### src/rtl/svo_video_timing.sv
`default_nettype none
// ============================================================================
// Module   : svo_video_timing
// Brief    : Raster timing generator and pixel-stream framer feeding the
//            three TMDS channel encoders (de, {vsync,hsync}, R/G/B).
// Revision : 1.0 - initial release
// ============================================================================
module svo_video_timing #(
    parameter int          H_ACTIVE = 800,
    parameter int          H_FP     = 40,
    parameter int          H_SYNC   = 128,
    parameter int          H_BP     = 88,
    parameter int          V_ACTIVE = 600,
    parameter int          V_FP     = 1,
    parameter int          V_SYNC   = 4,
    parameter int          V_BP     = 23,
    parameter logic        HS_POL   = 1'b1,
    parameter logic        VS_POL   = 1'b1,
    parameter logic [23:0] FILL_RGB = 24'h000000
) (
    input  logic        clk,
    input  logic        reset,
    input  logic        in_valid,
    output logic        in_ready,
    input  logic [23:0] in_rgb,
    input  logic        in_sof,
    input  logic        clr_flags,
    output logic        out_de,
    output logic [1:0]  out_ctrl,
    output logic [7:0]  out_r,
    output logic [7:0]  out_g,
    output logic [7:0]  out_b,
    output logic        frame_start,
    output logic        underflow,
    output logic        resync
);

    localparam int c_h_total  = H_ACTIVE + H_FP + H_SYNC + H_BP;
    localparam int c_v_total  = V_ACTIVE + V_FP + V_SYNC + V_BP;
    localparam int c_hw       = $clog2(c_h_total);
    localparam int c_vw       = $clog2(c_v_total);
    localparam int c_hs_start = H_ACTIVE + H_FP;
    localparam int c_hs_end   = c_hs_start + H_SYNC;
    localparam int c_vs_start = V_ACTIVE + V_FP;
    localparam int c_vs_end   = c_vs_start + V_SYNC;
    localparam logic [c_hw-1:0] c_h_last = c_hw'(c_h_total - 1);
    localparam logic [c_vw-1:0] c_v_last = c_vw'(c_v_total - 1);

    typedef enum logic [0:0] {
        SEARCH = 1'b0,
        LOCKED = 1'b1
    } state_t;

    state_t            state_q, state_d;
    logic [c_hw-1:0]   h_cnt_q, h_cnt_d;
    logic [c_vw-1:0]   v_cnt_q, v_cnt_d;
    logic              de_q, de_d;
    logic [1:0]        ctrl_q, ctrl_d;
    logic [23:0]       rgb_q, rgb_d;
    logic              fs_q, fs_d;
    logic              uf_q, uf_d;
    logic              rs_q, rs_d;

    logic              w_active;
    logic              w_first_px;
    logic              w_hs_on;
    logic              w_vs_on;
    logic              w_accept;
    logic              w_show;
    logic              w_set_uf;
    logic              w_set_rs;

    // Raster position and region decode
    always_comb begin
        h_cnt_d = h_cnt_q + 1'b1;
        v_cnt_d = v_cnt_q;
        if (h_cnt_q == c_h_last) begin
            h_cnt_d = '0;
            v_cnt_d = (v_cnt_q == c_v_last) ? '0 : v_cnt_q + 1'b1;
        end
    end

    assign w_active   = (int'(h_cnt_q) < H_ACTIVE) && (int'(v_cnt_q) < V_ACTIVE);
    assign w_first_px = (h_cnt_q == '0) && (v_cnt_q == '0);
    assign w_hs_on    = (int'(h_cnt_q) >= c_hs_start) && (int'(h_cnt_q) < c_hs_end);
    assign w_vs_on    = (int'(v_cnt_q) >= c_vs_start) && (int'(v_cnt_q) < c_vs_end);

    // Stream alignment FSM; w_show marks an accepted beat that lands on screen
    always_comb begin
        state_d  = state_q;
        w_accept = 1'b0;
        w_show   = 1'b0;
        w_set_uf = 1'b0;
        w_set_rs = 1'b0;
        case (state_q)
            SEARCH: begin
                if (in_valid && !in_sof) begin
                    w_accept = 1'b1;
                end else if (in_valid && in_sof && w_active && w_first_px) begin
                    w_accept = 1'b1;
                    w_show   = 1'b1;
                    state_d  = LOCKED;
                end
            end
            LOCKED: begin
                if (w_active) begin
                    // SOF must coincide exactly with pixel (0,0); either mismatch drops lock
                    if (in_valid && (in_sof != w_first_px)) begin
                        w_set_rs = 1'b1;
                        state_d  = SEARCH;
                    end else if (in_valid) begin
                        w_accept = 1'b1;
                        w_show   = 1'b1;
                    end else begin
                        w_set_uf = 1'b1;
                    end
                end
            end
            default: state_d = SEARCH;
        endcase
    end

    assign in_ready = w_accept && !reset;

    always_comb begin
        de_d   = w_active;
        ctrl_d = {w_vs_on ? VS_POL : ~VS_POL, w_hs_on ? HS_POL : ~HS_POL};
        fs_d   = w_active && w_first_px;
        if (!w_active) begin
            rgb_d = 24'h000000;
        end else if (w_show) begin
            rgb_d = in_rgb;
        end else begin
            rgb_d = FILL_RGB;
        end
        // A set event outranks a simultaneous clear
        uf_d = w_set_uf || (uf_q && !clr_flags);
        rs_d = w_set_rs || (rs_q && !clr_flags);
    end

    always_ff @(posedge clk or posedge reset) begin
        if (reset) begin
            state_q <= SEARCH;
            h_cnt_q <= '0;
            v_cnt_q <= '0;
            de_q    <= 1'b0;
            ctrl_q  <= {~VS_POL, ~HS_POL};
            rgb_q   <= 24'h000000;
            fs_q    <= 1'b0;
            uf_q    <= 1'b0;
            rs_q    <= 1'b0;
        end else begin
            state_q <= state_d;
            h_cnt_q <= h_cnt_d;
            v_cnt_q <= v_cnt_d;
            de_q    <= de_d;
            ctrl_q  <= ctrl_d;
            rgb_q   <= rgb_d;
            fs_q    <= fs_d;
            uf_q    <= uf_d;
            rs_q    <= rs_d;
        end
    end

    assign out_de      = de_q;
    assign out_ctrl    = ctrl_q;
    assign out_r       = rgb_q[23:16];
    assign out_g       = rgb_q[15:8];
    assign out_b       = rgb_q[7:0];
    assign frame_start = fs_q;
    assign underflow   = uf_q;
    assign resync      = rs_q;

endmodule
`default_nettype wire

### config.mk
export PLATFORM = sky130hd
export DESIGN_NAME = svo_video_timing
export DESIGN_NICKNAME = d
export VERILOG_FILES = /design/src/rtl/svo_video_timing.sv
export SDC_FILE = /design/constraint.sdc
export NUM_CORES = 1
export LEC_CHECK = 0
export CAP_MARGIN = 5
export CORE_UTILIZATION = 50
export CTS_CLUSTER_SIZE = 12
export DETAILED_ROUTE_END_ITERATION = 10
export GPL_ROUTABILITY_DRIVEN = 0
export PLACE_DENSITY = 0.84
export SYNTH_ARGS = -nofsm -noshare
export SYNTH_HDL_FRONTEND = slang
export SYNTH_SLANG_ARGS = --single-unit
### constraint.sdc
create_clock -name clk -period 5.4 [get_ports clk]
set_input_delay 0.81 -clock clk [delete_from_list [all_inputs] [get_ports clk]]
set_output_delay 0.81 -clock clk [all_outputs]
set_load 0.03 [all_outputs]
==> summary.md, run 1 <==
| Metric | Value |
|---|---|
| Run status | completed |
| H-tree lvl count | 2 |
| Ys async rst share | 1.000 |
| Number of enable flip-flop cells after synthesis | 0 |
| XOR/XNOR Fraction of Synth Area | 0.06025 |
| Cell area after technology mapping | about 0.0023 sq mm |
| Number of port buffers | between 50 and 60 |
| Non-filler instance count after layout | approximately 320 |
| Largest family of logic cells by synthesized area | simple AND/OR/NAND/NOR gates |
| Post-route clock skew | approximately 0.011 ns |
| Root cell of the clock tree | sky130_fd_sc_hd__clkbuf_8 |
| Post-synthesis cell count | 212 |
| Simple-gate share of the synthesized area | 0.2378 |
| Synth top area cells | sky130_fd_sc_hd__dfrtp_1, sky130_fd_sc_hd__and2_1, sky130_fd_sc_hd__xnor2_1, sky130_fd_sc_hd__ha_1, sky130_fd_sc_hd__nand2_1 |
| Vias in the first global route | 1,591 |
| Largest net degree at the start of global routing | 53 |
| Setup Total Neg Slack | 0 ns |
| Routed len/inst | 14.02 microns |
| Hold path start | resync |
| Total iterations of the first detailed-routing run | 5 |
| Post-synthesis compound-gate area fraction | 0.06832 |
| Critical path launch point type | register |
| Portion of netlist area occupied by mux cells | 0.005917 |
| Portion of the clock cycle consumed by the worst path in the final layout | 0.6775 |
| Clock latency at the later pin of the worst-skew pair | ~0.30 ns |
| Share of post-route cells with drive strength above 1 | 0.05166 |
| Aggregate routed wire length | approximately 4500 microns |
| Primary flip-flop cell chosen by synthesis mapping | sky130_fd_sc_hd__dfrtp_1 |
| CTS Hold Buffers Added | 0 |
| Crit path DAT | between 2 and 3 ns |
| Clk pin slew, worst setup/hold paths | about 0.10 ns |
| Synth warnings | 0 |
| Sum of net half-perimeters after detailed placement | ~3300 microns |
| GRT Util Overall | 0.1955 |
| Worst-Margin Slew | about 0.88 ns |
| Sum of overflow across all layers after global routing | 0 |
| Die outline height | ~70 microns |
| Hold_ws | 0.5395 ns |
| Signed area change from the synthesized netlist to the final layout | 29.91% |
| Hold Crit Depth | 2 |
| CTS tree | built |
| Post-CTS Setup Inserts | 0 |
| Antenna violations before repair | 0 |
| Die Outline Area | just under 0.005 sq mm |
| Leak | between 1 and 1.5 nW |
| Global-route wire length before repair | roughly 7500 microns |
| Post-synthesis cell type count | 37 |
| Worst R2R Setup Slack | between 2 and 3 ns |
| Gates resized, CTS repair | 0 |
| Bufs on Longest Clock Path | 2 |
| Horizontal extent of the die | roughly 70 microns |
| Antenna cells | 0 |
| Drc violations | 0 |
| RR Startpoint | h_cnt_q[0] |
| Worst vdd rail ir drop | approximately 180 uV |
| Placed cells | between 300 and 400 |
| Synth area leader | sky130_fd_sc_hd__dfrtp_1 |
| Total Power | 688.7 uW |
| Core area | around 0.0044 sq mm |
| Count of pins on the block boundary | 60 |
| Drt via density | 5.189 |
| Initial core utilization | 0.5269 |
| Clock buffers created by TritonCTS | 5 |
| Post-layout net count | ~310 |
| Clock Sink Count | 52 |
| # Max-Cap Violations | 0 |
| Critical path data required time | about 4.6 ns |
| Number of nets produced by synthesis | about 250 |
| Setup violations, final | 0 |
| Per-instance average area after synthesis | 10.97 sq um |
| Detailed-route via count | ~1.7k |
| Cell row count | 24 |
| Slack of the critical path | 1.742 ns |
| Seq/Total Area, Yosys | 0.5594 |
| Hold EP | resync |
| Number of cells on the worst reg-to-reg path | 7 |
| Category of the most critical setup path | reg2out |
| Post-layout min period | ~3.7 ns |
| Yosys top cell area share | 0.5594 |
| Max Transition Viols Final | 0 |
| Starting DRT DRC Count | 107 |
| RSZ-0062 raised after global routing | no |
| Number of nets with antenna violations after detailed routing | 0 |
| Max Clock Freq | ~270 MHz |
| Pre-CTS WS | between 1.5 and 2 ns |
| Synthesized-area fraction occupied by adder cells | 0.03228 |
| Register bit count reported by yosys | 52 |
| Reg-to-Reg End | rgb_q[9] |
| Maximum fanout along the worst path | 7 |
| Relative slew margins | 0.4026 |
| Crit end category | output port |
| Cell Pwr Density | between 200 and 250 mW/mm^2 |
| Number of hold violations in the final report | 0 |
| Min-delay worst type | reg2reg |
-- cell families (layout without fill, tap and decap cells) --
kind of cell	Yosys count	in the layout
XOR/XNOR	16	16
multiplexers	1	1
AND/OR/NAND/NOR	102	102
flip-flops	52	52
AO/OA/AOI/OAI	19	19
adder cells (fa/ha/maj)	6	6
buffers and inverters	16	75
-- stage by stage --
| step | cell area (sq um) | util |
|---|---|---|
| detailed placement | 2932 | 0.6641 |
| CTS | 3022 | 0.6845 |
| global placement | 2932 | 0.6641 |
| floorplan | 2326 | - |
| global route | 3022 | 0.6845 |
| finish | 3022 | 0.6845 |
-- placed cells by master, fill, tap and decap left out, drive strengths merged, types with 2 or more instances in the layout --
| master | instances |
|---|---|
| and2 | 26 |
| and3 | 3 |
| and4 | 4 |
| clkbuf | 5 |
| clkdlybuf4s50 | 59 |
| dfrtp | 52 |
| ha | 6 |
| inv | 8 |
| nand2 | 20 |
| nand2b | 2 |
| nand3 | 10 |
| nand4 | 4 |
| nor2 | 17 |
| nor3 | 7 |
| nor4 | 3 |
| o21ai | 7 |
| o31ai | 3 |
| or3 | 2 |
| xnor2 | 9 |
| xor2 | 7 |
-- where the power goes --
part | switching, mW | total, mW | internal (mW)
registers | 0.00390 | 0.400 | 0.396
logic | 0.0334 | 0.0688 | 0.0354
clock network | 0.128 | 0.220 | 0.0921
total | 0.165 | 0.689 | 0.524
-- per-layer routing --
layer | track usage | routed length [microns] | part of all wire
met5 | 0 | 0 | 0
met1 | 0.2510 | 1944 | 0.43
met2 | 0.3291 | 2332 | 0.51
met3 | 0.04329 | 205 | 0.045
met4 | 0.06444 | 47 | 0.010
-- registers in the layout, indices dropped and copies added, names as in the netlist --
| signal | flops |
|---|---|
| resync | 1 |
| state_q | 1 |
| out_de | 1 |
| h_cnt_q | 11 |
| underflow | 1 |
| v_cnt_q | 10 |
| out_ctrl | 2 |
| frame_start | 1 |
| rgb_q | 24 |
-- critical path, cell delays in order, from the launching register on --
cell                              delay [ns]
sky130_fd_sc_hd__dfrtp_1                0.44
sky130_fd_sc_hd__inv_1                  0.08
sky130_fd_sc_hd__ha_1                   0.15
sky130_fd_sc_hd__nor4b_1                0.25
sky130_fd_sc_hd__nand4_1                0.19
sky130_fd_sc_hd__nor3_4                 0.41
sky130_fd_sc_hd__nor2_1                 0.08
sky130_fd_sc_hd__or3_1                  0.36
sky130_fd_sc_hd__clkdlybuf4s50_1        0.59
-- synth_stat cells (2+ instances only) --
cell type / count
sky130_fd_sc_hd__dfrtp_1: 52
sky130_fd_sc_hd__and2_1: 26
sky130_fd_sc_hd__nand2_1: 20
sky130_fd_sc_hd__nor2_1: 17
sky130_fd_sc_hd__nand3_1: 10
sky130_fd_sc_hd__xnor2_1: 9
sky130_fd_sc_hd__inv_1: 7
sky130_fd_sc_hd__o21ai_0: 7
sky130_fd_sc_hd__xor2_1: 7
sky130_fd_sc_hd__ha_1: 6
sky130_fd_sc_hd__nor3_1: 6
sky130_fd_sc_hd__and4_1: 4
sky130_fd_sc_hd__clkbuf_1: 4
sky130_fd_sc_hd__nand4_1: 4
sky130_fd_sc_hd__and3_1: 3
sky130_fd_sc_hd__buf_6: 3
sky130_fd_sc_hd__nor4_1: 3
sky130_fd_sc_hd__o31ai_1: 3
sky130_fd_sc_hd__nand2b_1: 2
sky130_fd_sc_hd__or3_1: 2
-- worst max-delay path by stage --
| stage | cells after the start | from | to |
|---|---|---|---|
| 3_5_place_dp | 5 | in_sof | in_ready |
| 5_1_grt | 8 | h_cnt_q[0] | in_ready |
| 2_1_floorplan | 4 | reset | in_ready |
| 3_3_place_gp | 5 | in_sof | in_ready |
| 6_report | 8 | h_cnt_q[0] | in_ready |
| 4_1_cts | 8 | h_cnt_q[0] | in_ready |
-- area by class of cell --
type | count | area, sq um
sequential | 52 | 1301
inverter | 7 | 26.28
clock inverter | 3 | 21.27
timing repair buffer | 60 | 598.1
fill | 349 | 1393
multi-input combinational | 144 | 940.9
clock buffer | 5 | 68.82
tap | 52 | 65.06
(Power assumes the default switching activity.)
==> inputs of run 2 (changes only) <==
--- a/config.mk
+++ b/config.mk
@@ -6,11 +6,11 @@
 export NUM_CORES = 1
 export LEC_CHECK = 0
 export CAP_MARGIN = 5
-export CORE_UTILIZATION = 50
+export CORE_UTILIZATION = 48
 export CTS_CLUSTER_SIZE = 12
 export DETAILED_ROUTE_END_ITERATION = 10
 export GPL_ROUTABILITY_DRIVEN = 0
-export PLACE_DENSITY = 0.84
+export PLACE_DENSITY = 0.81
 export SYNTH_ARGS = -nofsm -noshare
 export SYNTH_HDL_FRONTEND = slang
 export SYNTH_SLANG_ARGS = --single-unit
==> constraint.sdc (replaced) <==
create_clock -name clk -period 3.6 [get_ports clk]
set_input_delay 0.54 -clock clk [delete_from_list [all_inputs] [get_ports clk]]
set_output_delay 0.54 -clock clk [all_outputs]
set_load 0.03 [all_outputs]
==> run 2 against run 1 <==
  * Clock power up 55%
  * Count of clock-buffer cells in the layout grew 1
  * Global-route usage up 0.092 points
  * Largest cell class unchanged
  * Die area up 4.0%
  * Register-to-register slack worse by 1.7 ns
  * Non-clock buffer count stayed put
  * Via count rose by 1.6%
  * Combinational power up 50%
==> summary.md, run 2 (synthesis gave the netlist of run 1 again) <==
| Metric | Value |
|---|---|
| Critical path endpoint | in_ready (unchanged) |
| Die Outline Area | 0.005128 sq mm (was 0.004929 sq mm) |
| Largest registers in the final layout | rgb_q: 24 flops, h_cnt_q: 11 flops, v_cnt_q: 10 flops (unchanged) |
| Placed cells | 315 (unchanged) |
| Total iterations of the first detailed-routing run | 4 (was 5) |
| Setup violations, final | 0 (unchanged) |
| Cells traversed along the worst timing path | inv_1, ha_1, nor4b_1, nand4_1, nor3_4, nor2_1, or3_1, clkdlybuf4s50_1 (unchanged) |
| Run status | completed (unchanged) |
| Worst R2R Setup Slack | 1.05 ns (was 2.78 ns) |
| Global-route wire length before repair | 7714 microns (was 7479 microns) |
| Setup Total Neg Slack | 0 ns (unchanged) |
| Largest net degree at the start of global routing | 53 (unchanged) |
| Sum of overflow across all layers after global routing | 0 (unchanged) |
| Detailed-route via count | 1,703 (was 1,676) |
| Max stage delay on crit path | 0.60 ns (was 0.59 ns) |
| Post-layout min period | roughly 3.3 ns |
| GRT Util Overall | 0.1964 (was 0.1955) |
| Drc violations | 0 (unchanged) |
| Horizontal extent of the die | 71.61 microns (was 70.21 microns) |
| Share of post-route cells with drive strength above 1 | 0.05166 (unchanged) |
| Hold_ws | 0.5281 ns (was 0.5395 ns) |
| Register with the most flip-flops | rgb_q (unchanged) |
| RSZ-0062 raised after global routing | no (unchanged) |
| Total Power | 1.043 mW (was 688.7 uW) |
| RR Startpoint | h_cnt_q[0] (unchanged) |
| Crit end category | output port (unchanged) |
| Crit path DAT | 2.80 ns (was 2.85 ns) |
| Maximum fanout along the worst path | 7 (unchanged) |
| Max Transition Viols Final | 0 (unchanged) |
| Drt via density | 5.272 (was 5.189) |
| H-tree lvl count | 2 (unchanged) |
| Die outline height | 71.61 microns (was 70.21 microns) |
| Cell with the biggest individual delay on the critical path | sky130_fd_sc_hd__clkdlybuf4s50_1 (unchanged) |
| Clock Sink Count | 52 (unchanged) |
| Category of the most critical setup path | reg2out (unchanged) |
| Worst vdd rail ir drop | 181.1 uV (was 176.2 uV) |
| Non-filler instance count after layout | 323 (unchanged) |
| Cell row count | 24 (unchanged) |
| Most common cell after layout, fill and taps aside | sky130_fd_sc_hd__clkdlybuf4s50_1 (unchanged) |
| Aggregate routed wire length | 4677 microns (was 4529 microns) |
| CTS tree | built (unchanged) |
| Clk pin slew, worst setup/hold paths | 0.08 ns (was 0.10 ns) |
| Count of pins on the block boundary | 60 (unchanged) |
| Number of cells on the worst reg-to-reg path | 7 (unchanged) |
| Core area | 0.004504 sq mm (was 0.004414 sq mm) |
| Cell Pwr Density | 344.5 mW/mm^2 (was 227.9 mW/mm^2) |
| Max reg flops | 24 (unchanged) |
| Reg-to-Reg End | rgb_q[9] (unchanged) |
| Number of hold violations in the final report | 0 (unchanged) |
| Vias in the first global route | 1,632 (was 1,591) |
| Routed len/inst | 14.48 microns (was 14.02 microns) |
| Starting DRT DRC Count | 90 (was 107) |
| Worst-Margin Slew | 0.8721 ns (was 0.8787 ns) |
| # Max-Cap Violations | 0 (unchanged) |
| Bufs on Longest Clock Path | 2 (unchanged) |
| Pre-CTS WS | 0.5651 ns (was 1.909 ns) |
| Gates resized, CTS repair | 0 (unchanged) |
| Post-CTS Setup Inserts | 0 (unchanged) |
| Antenna cells | 0 (unchanged) |
| Number of port buffers | 59 (unchanged) |
| Root cell of the clock tree | sky130_fd_sc_hd__clkbuf_8 (unchanged) |
| Relative slew margins | 0.4071 (was 0.4026) |
| Post-route clock skew | 0.004873 ns (was 0.01082 ns) |
| Min-delay worst type | reg2reg (unchanged) |
| Critical path data required time | 3.06 ns (was 4.59 ns) |
| Clock latency at the later pin of the worst-skew pair | 0.30 ns (about the same) |
| CTS Hold Buffers Added | 0 (unchanged) |
| Post-layout net count | 305 (unchanged) |
| Initial core utilization | 0.5164 (was 0.5269) |
| Slack of the critical path | 0.2556 ns (was 1.742 ns) |
| Commonest non-fill, non-tap cells in the layout | sky130_fd_sc_hd__clkdlybuf4s50_1, sky130_fd_sc_hd__dfrtp_1, sky130_fd_sc_hd__and2_1 (unchanged) |
| Worst setup path startpoint | h_cnt_q[0] (unchanged) |
| Antenna violations before repair | 0 (unchanged) |
| Number of nets with antenna violations after detailed routing | 0 (unchanged) |
| Signed area change from the synthesized netlist to the final layout | 30.18% (was 29.91%) |
| Critical path launch point type | register (unchanged) |
| Leak | 1.364 nW (was 1.357 nW) |
| Portion of the clock cycle consumed by the worst path in the final layout | 0.9290 |
| Clock buffers created by TritonCTS | 5 (unchanged) |
| Max Clock Freq | 299.0 MHz |
| Sum of net half-perimeters after detailed placement | 3374 microns (was 3319 microns) |
-- run 2: changes by cell type in the layout (fill, tap and decap cells not counted), sizes merged --
cell | before | now
clkinvlp | 1 | 0
clkbuf | 5 | 6
-- run 2: stage by stage --
step                        util  cell area [sq um]
after floorplan                -               2326
after global placement    0.6508               2932
after detailed placement  0.6508               2932
after CTS                 0.6722               3028
after global routing      0.6722               3028
final                     0.6722               3028
-- run 2: where the power goes --
part	internal (mW)	switching (mW)	total, mW
Clock	0.157	0.182	0.340
Sequential	0.594	0.00580	0.600
Combinational	0.0532	0.0501	0.103
Total	0.805	0.238	1.04
-- run 2: critical path: cells and delay by family (launching register included) --
family | cells | cell delay, ns
and+or+nand+nor | 5 | 1.27
adders and majority gates | 1 | 0.13
DFF | 1 | 0.43
buffers and inverters | 2 | 0.68
-- run 2: layer usage --
layer | routed length, microns | global-route usage | share of wire | vias to the layer above
li1 | - | - | - | 829
met5 | 0 | 0 | 0 | -
met4 | 91 | 0.07407 | 0.019 | 0
met2 | 2371 | 0.3197 | 0.51 | 42
met3 | 164 | 0.04782 | 0.035 | 11
met1 | 2049 | 0.2561 | 0.44 | 821
-- run 2: area by class of cell --
type	count	area [sq um]
Multi-Input combinational cell	144	940.9
Fill cell	350	1476
Clock buffer	6	82.58
Inverter	7	26.28
Clock inverter	2	13.76
Tap cell	52	65.06
Sequential cell	52	1301
Timing Repair Buffer	60	598.1
-- run 2: worst min-delay path by stage --
stage          startpoint         end  slack, ns  depth (start not counted)
2_1_floorplan  h_cnt_q[0]  h_cnt_q[0]       0.48                          1
3_3_place_gp   h_cnt_q[0]  h_cnt_q[0]       0.49                          1
3_5_place_dp   h_cnt_q[0]  h_cnt_q[0]       0.51                          1
4_1_cts        h_cnt_q[0]  h_cnt_q[0]       0.53                          1
5_1_grt            resync      resync       0.56                          2
6_report       h_cnt_q[0]  h_cnt_q[0]       0.53                          1
==> edit (config.mk and constraints of run 2) <==
Set the parameter `V_BP` to 46 (it was 23).
--- a/src/rtl/svo_video_timing.sv
+++ b/src/rtl/svo_video_timing.sv
@@ -15,3 +15,3 @@
     parameter int          V_SYNC   = 4,
-    parameter int          V_BP     = 23,
+    parameter int          V_BP     = 46,
     parameter logic        HS_POL   = 1'b1,
Function: no difference found for any inputs over 10 cycles, from zero or initial values and one cycle with reset high; that may be too few to reach the edited logic, so the function may still have changed.
==> edit against run 2 <==
Non-clock buffer count up 1. Utilization down 1.2 points. Largest cell class unchanged. Clock skew up 0.0042 ns. Sequential power about the same. Global-route usage up 1.7 points. Critical endpoint unchanged. Synthesized area up 7.2%. Count of clock-buffer cells in the layout down 1. Critical path type unchanged. Sequential cell count unchanged. Register-to-register slack about the same. Wire length up 18%. Power up 0.47%. Design area up 5.7%. Setup slack better by 0.070 ns.
==> edit: results (changes against run 2) <==
- **run status** finished clean
- **worst slack at placement** 0.677 ns, +0.112 ns
- **clock input transition at the sequential cells of the worst setup and hold paths** 0.09 ns
- **Worst R2R Start** v_cnt_q[0]$_DFFE_PP0N_
- **Detailed Place HPWL** 3910 um, +16%
- **Total Routing Usage GR** 21.3%, +1.7 points
- **peak supply drop** 0.167 mV, -7.5%
- **share of cells above drive strength 1** 5.59%, +0.43 points
- **worst reg2reg path endpoint** rgb_q[15]$_DFF_PP0_
- **critical-path maximum fanout** 5, -2
- **r2r worst-path depth** 6, -1
- **net count of the mapped netlist** 286, +16%
- **number of global-route vias before repair** 1,858, +14%
- **Max Clock Skew** 0.00904 ns, +0.00417 ns
- **sequential element share of the synthesized area** 52.2%, -3.7 points
- **number of instances in the placed design** 363, +15%
- **global-route wire length before repair** 8860 um, +15%
- **number of clock buffers inserted by TritonCTS** 5, unchanged
- **data arrival time at the worst-slack endpoint** 2.73 ns, -0.07 ns
- **routed wirelength normalized by instance count** 14.8 um, +2.4%
- **via count normalized by instance count** 5.38, +2.0%
- **leakage component of the power** 0.00146 uW, +6.8%
- **biggest cell delay along the critical path** 0.70 ns, +0.10 ns
- **number of nets in the finished design** 339, +11%
- **relative max-transition margin** 29.2%, -12 points
- **Fmax achieved** 305 MHz, +2.2%
- **layout filler cell count** 394, +13%
- **number of non-filler instances in the completed layout** 371, +15%
- **power share of the sequential group** 57.1%, -0.4 points
- **top post-synthesis cells by area** sky130_fd_sc_hd__dfrtp_1 (52%), sky130_fd_sc_hd__a211oi_1 (7.2%), sky130_fd_sc_hd__inv_1 (6.0%), sky130_fd_sc_hd__ha_1 (3.5%), sky130_fd_sc_hd__nand4_1 (2.8%)
- **internal power** 786 uW, -2.3%
- **First DRT Iteration DRCs** 261, +190%
- **top cell types by occurrence after synthesis** sky130_fd_sc_hd__dfrtp_1 (52), sky130_fd_sc_hd__inv_1 (40), sky130_fd_sc_hd__a211oi_1 (24), sky130_fd_sc_hd__nand3_1 (13), sky130_fd_sc_hd__nand2_1 (12)
- **count of mapped cells out of synthesis** 250, +18%
edit: per-layer routing:
metal / share of wire (%) / global-route usage (%)
met5: 0 / 0
met2: 44 / 30.3
met1: 47 / 31.6
met4: 2.5 / 8.55
met3: 6.4 / 4.47
edit: layout make-up:
| type | count | area [um2] | share of cell area, % |
|---|---|---|---|
| Clock buffer | 5 | 68.8 | 2.15 |
| Clock inverter | 3 | 18.8 | 0.587 |
| Inverter | 40 | 150 | 4.69 |
| Multi-Input combinational cell | 143 | 971 | 30.3 |
| Sequential cell | 52 | 1300 | 40.7 |
| Tap cell | 67 | 83.8 | 2.62 |
| Timing Repair Buffer | 61 | 606 | 18.9 |
edit: per-stage QoR:
stage               util (%)  hold slack (ns)  cell area [um2]
floorplan                  -            0.474             2490
global placement        64.2            0.491             3110
detailed placement      64.2            0.514             3110
CTS                     66.0            0.530             3200
global route            66.0            0.552             3200
finish                  66.0            0.525             3200
edit: logic make-up after synthesis:
| family | after synthesis | synth area share, % |
|---|---|---|
| simple gates | 74 | 17.0 |
| compound gates | 47 | 13.1 |
| flops | 52 | 52.2 |
| fa+ha+maj | 7 | 3.51 |
| xor+xnor | 13 | 4.57 |
| mux | 2 | 0.803 |
| buf+inv | 55 | 8.83 |
edit: worst max path at each step:
stage / endpoint / slack, ns
after floorplan: in_ready / 1.17
after global placement: in_ready / 0.72
after detailed placement: in_ready / 0.68
after CTS: in_ready / 0.33
after global routing: in_ready / 0.17
final: in_ready / 0.33
edit: power by group through the flow:
stage	clock, uW	sequential (uW)	combinational [uW]
floorplan	0	629	39.8
global placement	0	610	121
detailed placement	0	610	123
CTS	339	599	123
global route	354	600	133
finish	327	599	122
edit: worst max-delay path: cells and delay by family, from the launching register on:
family / cells / cell delay, ns
adders and majority gates: 1 / 0.16
buffers and inverters: 2 / 0.86
and+or+nand+nor: 3 / 0.79
DFF: 1 / 0.42
AOI/OAI and AO/OA: 1 / 0.20
